`config.mk`:
```
export PLATFORM = sky130hd
export DESIGN_NAME = perm_data_sched
export DESIGN_NICKNAME = d
export VERILOG_FILES = /design/src/rtl/perm_sched_pkg.sv /design/src/rtl/perm_res_fifo.sv /design/src/rtl/perm_data_sched.sv
export SDC_FILE = /design/constraint.sdc
export NUM_CORES = 1
export LEC_CHECK = 0
export CAP_MARGIN = 25
export CORE_AREA = 2 2 281 283
export DETAILED_ROUTE_END_ITERATION = 8
export DIE_AREA = 0 0 283 285
export DONT_BUFFER_PORTS = 1
export SYNTH_ARGS = -nofsm -noshare
export SYNTH_HDL_FRONTEND = slang
export SYNTH_SLANG_ARGS = --single-unit
```
`constraint.sdc`:
```
create_clock -name clk -period 7.86 [get_ports clk]
set_input_delay 0.786 -clock clk [delete_from_list [all_inputs] [get_ports clk]]
set_output_delay 0.786 -clock clk [all_outputs]
set_load 0.01 [all_outputs]
```
`src/rtl/perm_sched_pkg.sv`:
```
// Shared sizing helpers and default parameters for the permutation network scheduler.
package perm_sched_pkg;

  localparam int unsigned DEF_SLICES      = 8;
  localparam int unsigned DEF_LOG2SLICES  = 3;
  localparam int unsigned DEF_DATA_W      = 16;
  localparam int unsigned DEF_NREQ        = 2;
  localparam int unsigned DEF_NET_LAT     = 0;
  localparam int unsigned DEF_OFIFO_DEPTH = 4;

  function automatic int unsigned clog2(input int unsigned v);
    int unsigned r;
    r = 0;
    while ((32'd1 << r) < v) r++;
    return r;
  endfunction

  // Requester id width, never narrower than one bit.
  function automatic int unsigned id_w(input int unsigned nreq);
    return (clog2(nreq) < 1) ? 1 : clog2(nreq);
  endfunction

  function automatic int unsigned slice_bits(input int unsigned slices, input int unsigned data_w);
    return slices * data_w;
  endfunction

  function automatic int unsigned addr_bits(input int unsigned slices, input int unsigned log2slices);
    return slices * log2slices;
  endfunction

endpackage

```
`src/rtl/perm_res_fifo.sv`:
```
// Result FIFO: simultaneous push/pop (also when full), occupancy count, zero head when empty.
module perm_res_fifo
  import perm_sched_pkg::*;
#(
  parameter int unsigned DEPTH = 4,
  parameter int unsigned W     = 8
) (
  input  logic                     clk,
  input  logic                     reset,
  input  logic                     push,
  input  logic [W-1:0]             push_data,
  input  logic                     pop,
  output logic                     valid,
  output logic [W-1:0]             head,
  output logic [clog2(DEPTH):0]    count
);

  localparam int unsigned AW = clog2(DEPTH);

  logic [AW:0]  wr_q;
  logic [AW:0]  rd_q;
  logic [W-1:0] mem [DEPTH];
  logic         full;
  logic         pop_ok;

  assign full   = (wr_q[AW] != rd_q[AW]) && (wr_q[AW-1:0] == rd_q[AW-1:0]);
  assign valid  = (wr_q != rd_q);
  assign pop_ok = pop && valid;
  assign count  = wr_q - rd_q;
  assign head   = valid ? mem[rd_q[AW-1:0]] : '0;

  always_ff @(posedge clk or posedge reset) begin
    if (reset) begin
      wr_q <= '0;
      rd_q <= '0;
    end else begin
      if (push)   wr_q <= wr_q + (AW+1)'(1);
      if (pop_ok) rd_q <= rd_q + (AW+1)'(1);
    end
  end

  // Storage needs no reset: the head is masked while empty.
  always_ff @(posedge clk) begin
    if (push) mem[wr_q[AW-1:0]] <= push_data;
  end

  a_no_overflow: assert property (@(posedge clk) disable iff (reset) !(push && full && !pop_ok))
    else $error("perm_res_fifo overflow");

endmodule

```
`src/rtl/perm_data_sched.sv`:
```
// Round-robin, credit-gated issue of requester vectors into the permutation network,
// with tagged capture of the fixed-latency network output into a result FIFO.
module perm_data_sched
  import perm_sched_pkg::*;
#(
  parameter int unsigned SLICES      = DEF_SLICES,
  parameter int unsigned LOG2SLICES  = DEF_LOG2SLICES,
  parameter int unsigned DATA_W      = DEF_DATA_W,
  parameter int unsigned NREQ        = DEF_NREQ,
  parameter int unsigned NET_LAT     = DEF_NET_LAT,
  parameter int unsigned OFIFO_DEPTH = DEF_OFIFO_DEPTH
) (
  input  logic                                            clk,
  input  logic                                            reset,
  input  logic [NREQ-1:0]                                 req_valid,
  output logic [NREQ-1:0]                                 req_ready,
  input  logic [NREQ*slice_bits(SLICES, DATA_W)-1:0]      req_data,
  input  logic [NREQ*addr_bits(SLICES, LOG2SLICES)-1:0]   req_addr,
  output logic [slice_bits(SLICES, DATA_W)-1:0]           t_data_dat,
  output logic [addr_bits(SLICES, LOG2SLICES)-1:0]        t_addr_dat,
  input  logic [slice_bits(SLICES, DATA_W)-1:0]           i_data_dat,
  output logic                                            res_valid,
  input  logic                                            res_ready,
  output logic [slice_bits(SLICES, DATA_W)-1:0]           res_data,
  output logic [id_w(NREQ)-1:0]                           res_id,
  output logic [clog2(NET_LAT+2)-1:0]                     inflight
);

  localparam int unsigned SB  = slice_bits(SLICES, DATA_W);
  localparam int unsigned AB  = addr_bits(SLICES, LOG2SLICES);
  localparam int unsigned IDW = id_w(NREQ);
  localparam int unsigned IFW = clog2(NET_LAT+2);
  localparam int unsigned CW  = clog2(OFIFO_DEPTH) + 1;

  logic [IDW-1:0]    ptr_q;
  logic [IDW-1:0]    gid;
  logic [IDW-1:0]    ptr_next;
  logic [IDW-1:0]    idx;
  logic [IDW:0]      scan;
  logic              hit;
  logic [NREQ-1:0]   grant;
  logic              credit_ok;
  logic              issue;
  logic [SB-1:0]     win_data;
  logic [AB-1:0]     win_addr;
  logic [CW-1:0]     fifo_count;
  logic              iss_vld_q;
  logic [IDW-1:0]    iss_id_q;
  logic              cap_vld;
  logic [IDW-1:0]    cap_id;
  logic [SB+IDW-1:0] fifo_head;

  // Credit looks only at registered occupancy, so a pop frees a slot one cycle later.
  assign credit_ok = (32'(fifo_count) + 32'(inflight)) < 32'(OFIFO_DEPTH);

  always_comb begin
    grant = '0;
    gid   = '0;
    scan  = '0;
    idx   = '0;
    hit   = 1'b0;
    for (int unsigned i = 0; i < NREQ; i++) begin
      scan = {1'b0, ptr_q} + (IDW+1)'(i);
      if (scan >= (IDW+1)'(NREQ)) scan = scan - (IDW+1)'(NREQ);
      idx = IDW'(scan);
      if (!hit && credit_ok && !reset && req_valid[idx]) begin
        hit        = 1'b1;
        grant[idx] = 1'b1;
        gid        = idx;
      end
    end
  end

  assign req_ready = grant;
  assign issue     = |grant;
  assign ptr_next  = (gid == IDW'(NREQ-1)) ? '0 : gid + IDW'(1);

  always_comb begin
    win_data = '0;
    win_addr = '0;
    for (int unsigned k = 0; k < NREQ; k++) begin
      if (grant[k]) begin
        win_data = req_data[k*SB +: SB];
        win_addr = req_addr[k*AB +: AB];
      end
    end
  end

  always_ff @(posedge clk or posedge reset) begin
    if (reset) begin
      ptr_q      <= '0;
      t_data_dat <= '0;
      t_addr_dat <= '0;
      iss_vld_q  <= 1'b0;
      iss_id_q   <= '0;
      inflight   <= '0;
    end else begin
      iss_vld_q <= issue;
      iss_id_q  <= gid;
      if (issue) begin
        ptr_q      <= ptr_next;
        t_data_dat <= win_data;
        t_addr_dat <= win_addr;
      end
      case ({issue, cap_vld})
        2'b10:   inflight <= inflight + IFW'(1);
        2'b01:   inflight <= inflight - IFW'(1);
        default: inflight <= inflight;
      endcase
    end
  end

  // Tag follows the vector through the network; the issue register is the first stage.
  if (NET_LAT == 0) begin : g_no_pipe
    assign cap_vld = iss_vld_q;
    assign cap_id  = iss_id_q;
  end else begin : g_pipe
    logic [NET_LAT-1:0] pipe_vld_q;
    logic [IDW-1:0]     pipe_id_q [NET_LAT];

    always_ff @(posedge clk or posedge reset) begin
      if (reset) begin
        pipe_vld_q <= '0;
        for (int unsigned s = 0; s < NET_LAT; s++) pipe_id_q[s] <= '0;
      end else begin
        pipe_vld_q[0] <= iss_vld_q;
        pipe_id_q[0]  <= iss_id_q;
        for (int unsigned s = 1; s < NET_LAT; s++) begin
          pipe_vld_q[s] <= pipe_vld_q[s-1];
          pipe_id_q[s]  <= pipe_id_q[s-1];
        end
      end
    end

    assign cap_vld = pipe_vld_q[NET_LAT-1];
    assign cap_id  = pipe_id_q[NET_LAT-1];
  end

  perm_res_fifo #(
    .DEPTH (OFIFO_DEPTH),
    .W     (SB + IDW)
  ) u_res_fifo (
    .clk       (clk),
    .reset     (reset),
    .push      (cap_vld),
    .push_data ({cap_id, i_data_dat}),
    .pop       (res_valid && res_ready),
    .valid     (res_valid),
    .head      (fifo_head),
    .count     (fifo_count)
  );

  assign res_data = fifo_head[SB-1:0];
  assign res_id   = fifo_head[SB +: IDW];

endmodule
```
==> summary.txt <==
Clocking
  – Clock Sinks: approximately 680
  – Clk Latency, worst-skew pair: ~0.62 ns
  – Clock Tree Buf Depth: 3
  – CTS tree: done
  – Clock transition at path regs: approximately 0.06 ns
  – # H-tree levels: 3
  – CTS buffer count: 76
  – # Post-CTS Setup Buffers: 0
  – Post-CTS Hold Buffers: 0
  – CTS root buf: clkbuf_16
  – Post-CTS Resized: 0

Critical path
  – Flop2flop setup slack: 4.50 ns
  – FF-to-FF Start: u_res_fifo.rd_q[0]$_DFFE_PP0P_
  – Setup crit start kind: register
  – Worst r2r dst: t_data_dat[10]$_DFFE_PP0P_
  – Critical Path RT: 7.07 ns
  – Worst R2R Path Depth: 6
  – Setup crit end kind: primary output
  – Worst endpoint data arrival time: between 3 and 4 ns
  – CP Max Fanout: around 110
  – CP Class: register to primary output

STA
  – Slew HR: approximately a third
  – Worst-Margin Slew: about 1.0 ns
  – Upper clock frequency limit: 254 MHz
  – Period utilization: 50.2%
  – Post-route minimum period: a little under 4 ns
  – RSZ-0062 raised after global routing: false
  – Final-report max-slew violation count: 0
  – Worst Skew: 0.0220 ns
  – TNS Setup: 0 ns
  – # setup viols final: 0
  – Hold Vio Cnt, Final: 0

Layout
  – Fillers: just under 7000
  – Share of layout cells above drive strength 1: roughly a quarter
  – Reg area: between 15000 and 20000 um^2
  – Multi-input logic area: 7310 um^2
  – Synth-to-Final Area Change: 13.0%
  – # nets final: roughly 1800

Synthesis
  – Synth top area cells: edfxtp_1, dfrtp_1, mux4_2
  – Gate Count Post-Synth: ~1400
  – Mapped Area: between 20000 and 30000 um^2
  – Yosys warning count: 0
  – Number of library cell types mapped by synthesis: 29
  – Sequential area share after synthesis: between 70% and 80%
  – Post-Syn Area per Cell: roughly 20 um^2
  – Dominant synthesized flop cell: edfxtp_1
  – Top-area cell type share of the netlist area: 56.5%
  – EDFF count, synth: 516
  – Yosys top cell by area: edfxtp_1
  – Yosys reg bits: approximately 680
  – Fraction of registers with async set/reset: around a quarter
  – Syn nets: 1843

Power and ir drop
  – Switching Fraction: 34.0%
  – Reg power frac: a little over two fifths
  – Power density over cell area: ~410 nW/um^2
  – Psw: 4.29 mW
  – Worst vdd ir: around 0.37 mV
  – Final total power: 12.6 mW
  – Pleak: about 10 nW
  – Clk network pwr share: roughly 28%
  – Logic pwr share: between 20% and 30%
  – Internal power: between 8 and 9 mW

GRT
  – Vias in the first global route: ~14000
  – Largest net degree at the start of global routing: around 160
  – GRT Total Usage: between 10% and 20%
  – Initial antenna violation count: 18
  – First-pass GRT wire length: between 100000 and 150000 um
  – GR Overflow Total: 0

Placement
  – Port Buffers: 0
  – Routability cong.: 0.898
  – DP HPWL: ~52000 um

Status
  – Status: completed

Drt
  – Initial DRC count: 902
  – Routed vias: roughly 14000
  – Wire per inst: approximately 30 um
  – Final WL: between 70000 and 80000 um
  – Pre-antenna DRT Iters: 5
  – DRC Markers: 0
  – Via/cell ratio: 5.47
  – Antenna-violating nets left: 0

Die
  – # IOs: ~720
  – Core area: about 78000 um^2
  – Starting Density: a little over a third
  – Rows: a little over 100
  – Die W: 283 um
  – Die Ht: 285 um
  – Die area: about 81000 um^2

Min path
  – HP Class: input pin to asynchronous set/reset pin

Job
  – Max-cap viol count: 0
-- per-stage QoR --
step	utilization, %	instance area, um^2	hold slack (ns)	instances	setup WS [ns]
after floorplan	-	27400	0.455	1398	2.70
after global placement	36.4	28400	0.471	2352	4.32
after detailed placement	36.4	28400	0.494	2352	4.23
after CTS	39.6	30900	0.210	2490	3.56
after global routing	39.7	31000	0.213	2500	3.63
final	39.7	31000	0.221	2504	3.92
-- power by group through the flow --
stage	combinational, mW	clock, mW	sequential [mW]
2_1_floorplan	3.14	0	5.09
3_3_place_gp	3.69	0	5.46
3_5_place_dp	3.75	0	5.49
4_1_cts	3.76	3.62	5.42
5_1_grt	4.02	3.75	5.43
6_report	3.72	3.51	5.38
-- worst max-delay path by stage --
stage / start / slack, ns / endpoint / depth (start not counted)
floorplan: reset / 2.70 / cap_id$_DFF_PP0_ / 1
global placement: u_res_fifo.rd_q[0]$_DFFE_PP0P_ / 4.32 / res_data[96] / 5
detailed placement: u_res_fifo.rd_q[0]$_DFFE_PP0P_ / 4.23 / res_data[96] / 5
CTS: u_res_fifo.rd_q[0]$_DFFE_PP0P_ / 3.56 / res_data[96] / 5
global route: u_res_fifo.rd_q[0]$_DFFE_PP0P_ / 3.63 / res_data[96] / 3
finish: u_res_fifo.rd_q[0]$_DFFE_PP0P_ / 3.92 / res_data[96] / 3
-- synth_stat cells, types with 3 or more instances --
master and n:
clkbuf_1 74, mux2_2 95, xor2_1 3, buf_4 10, buf_1 5, a32o_1 152
and2_1 4, ha_1 7, mux2_1 58, buf_2 17, inv_1 6, o21ai_0 3
nand2_1 3, buf_8 7, mux4_2 129, dfrtp_1 162, xnor2_1 4, nor2b_1 130
nor2_1 4, edfxtp_1 516
-- state kept, by name, summed over array words and instances, names as in the netlist --
signal           cells
t_addr_dat          24
u_res_fifo.mem     516
cap_vld              1
ptr_q                1
inflight             1
cap_id               1
t_data_dat         128
u_res_fifo.wr_q      3
u_res_fifo.rd_q      3
-- placed cells by master, fill, tap and decap left out, drive strengths merged --
cell and count:
bufinv 7, buf 20, o41ai 1, dfrtp 162
xnor2 4, fa 1, diode 11, a21boi 1
and2 4, a32o 152, edfxtp 516, nor3b 1
nor2 4, nand2b 1, o21ai 3, nor4 1
clkinv 28, o211ai 1, nor2b 130, xor3 1
clkinvlp 6, or3 1, mux4 129, ha 7
clkbuf 93, inv 10, nand2 3, xor2 3
mux2 153
-- logic make-up after synthesis --
| kind of cell | synth area share (%) |
|---|---|
| muxes | 16.9 |
| adders and majority gates | 0.393 |
| and+or+nand+nor | 3.25 |
| buffers and inverters | 2.13 |
| AOI/OAI and AO/OA | 5.69 |
| DFF | 71.3 |
| xor gates and xnor gates | 0.310 |
-- cell type report --
type / count / share of cell area [%]
flip-flops and latches: 678 / 63.1
well taps: 1050 / 4.24
diodes: 11 / 0.0889
inverters: 6 / 0.0889
repair buffers: 20 / 0.759
clock inverters: 45 / 1.62
clock buffers: 93 / 6.45
multi-input cells: 601 / 23.6
-- critical path, cell delays in order (launching register included) --
cell and delay, ns:
dfrtp_4 0.78, buf_12 0.69, mux4_2 0.65, nor2b_1 0.22
-- routing by layer --
layer / share of wire (%) / GRT usage, % / up-vias
li1: - / - / 5727
met1: 36 / 20.5 / 7139
met2: 49 / 29.9 / 670
met3: 9.8 / 7.03 / 157
met4: 4.7 / 8.64 / 10
met5: 0.093 / 0 / -
Note: power is estimated with default switching activity, not from simulation.
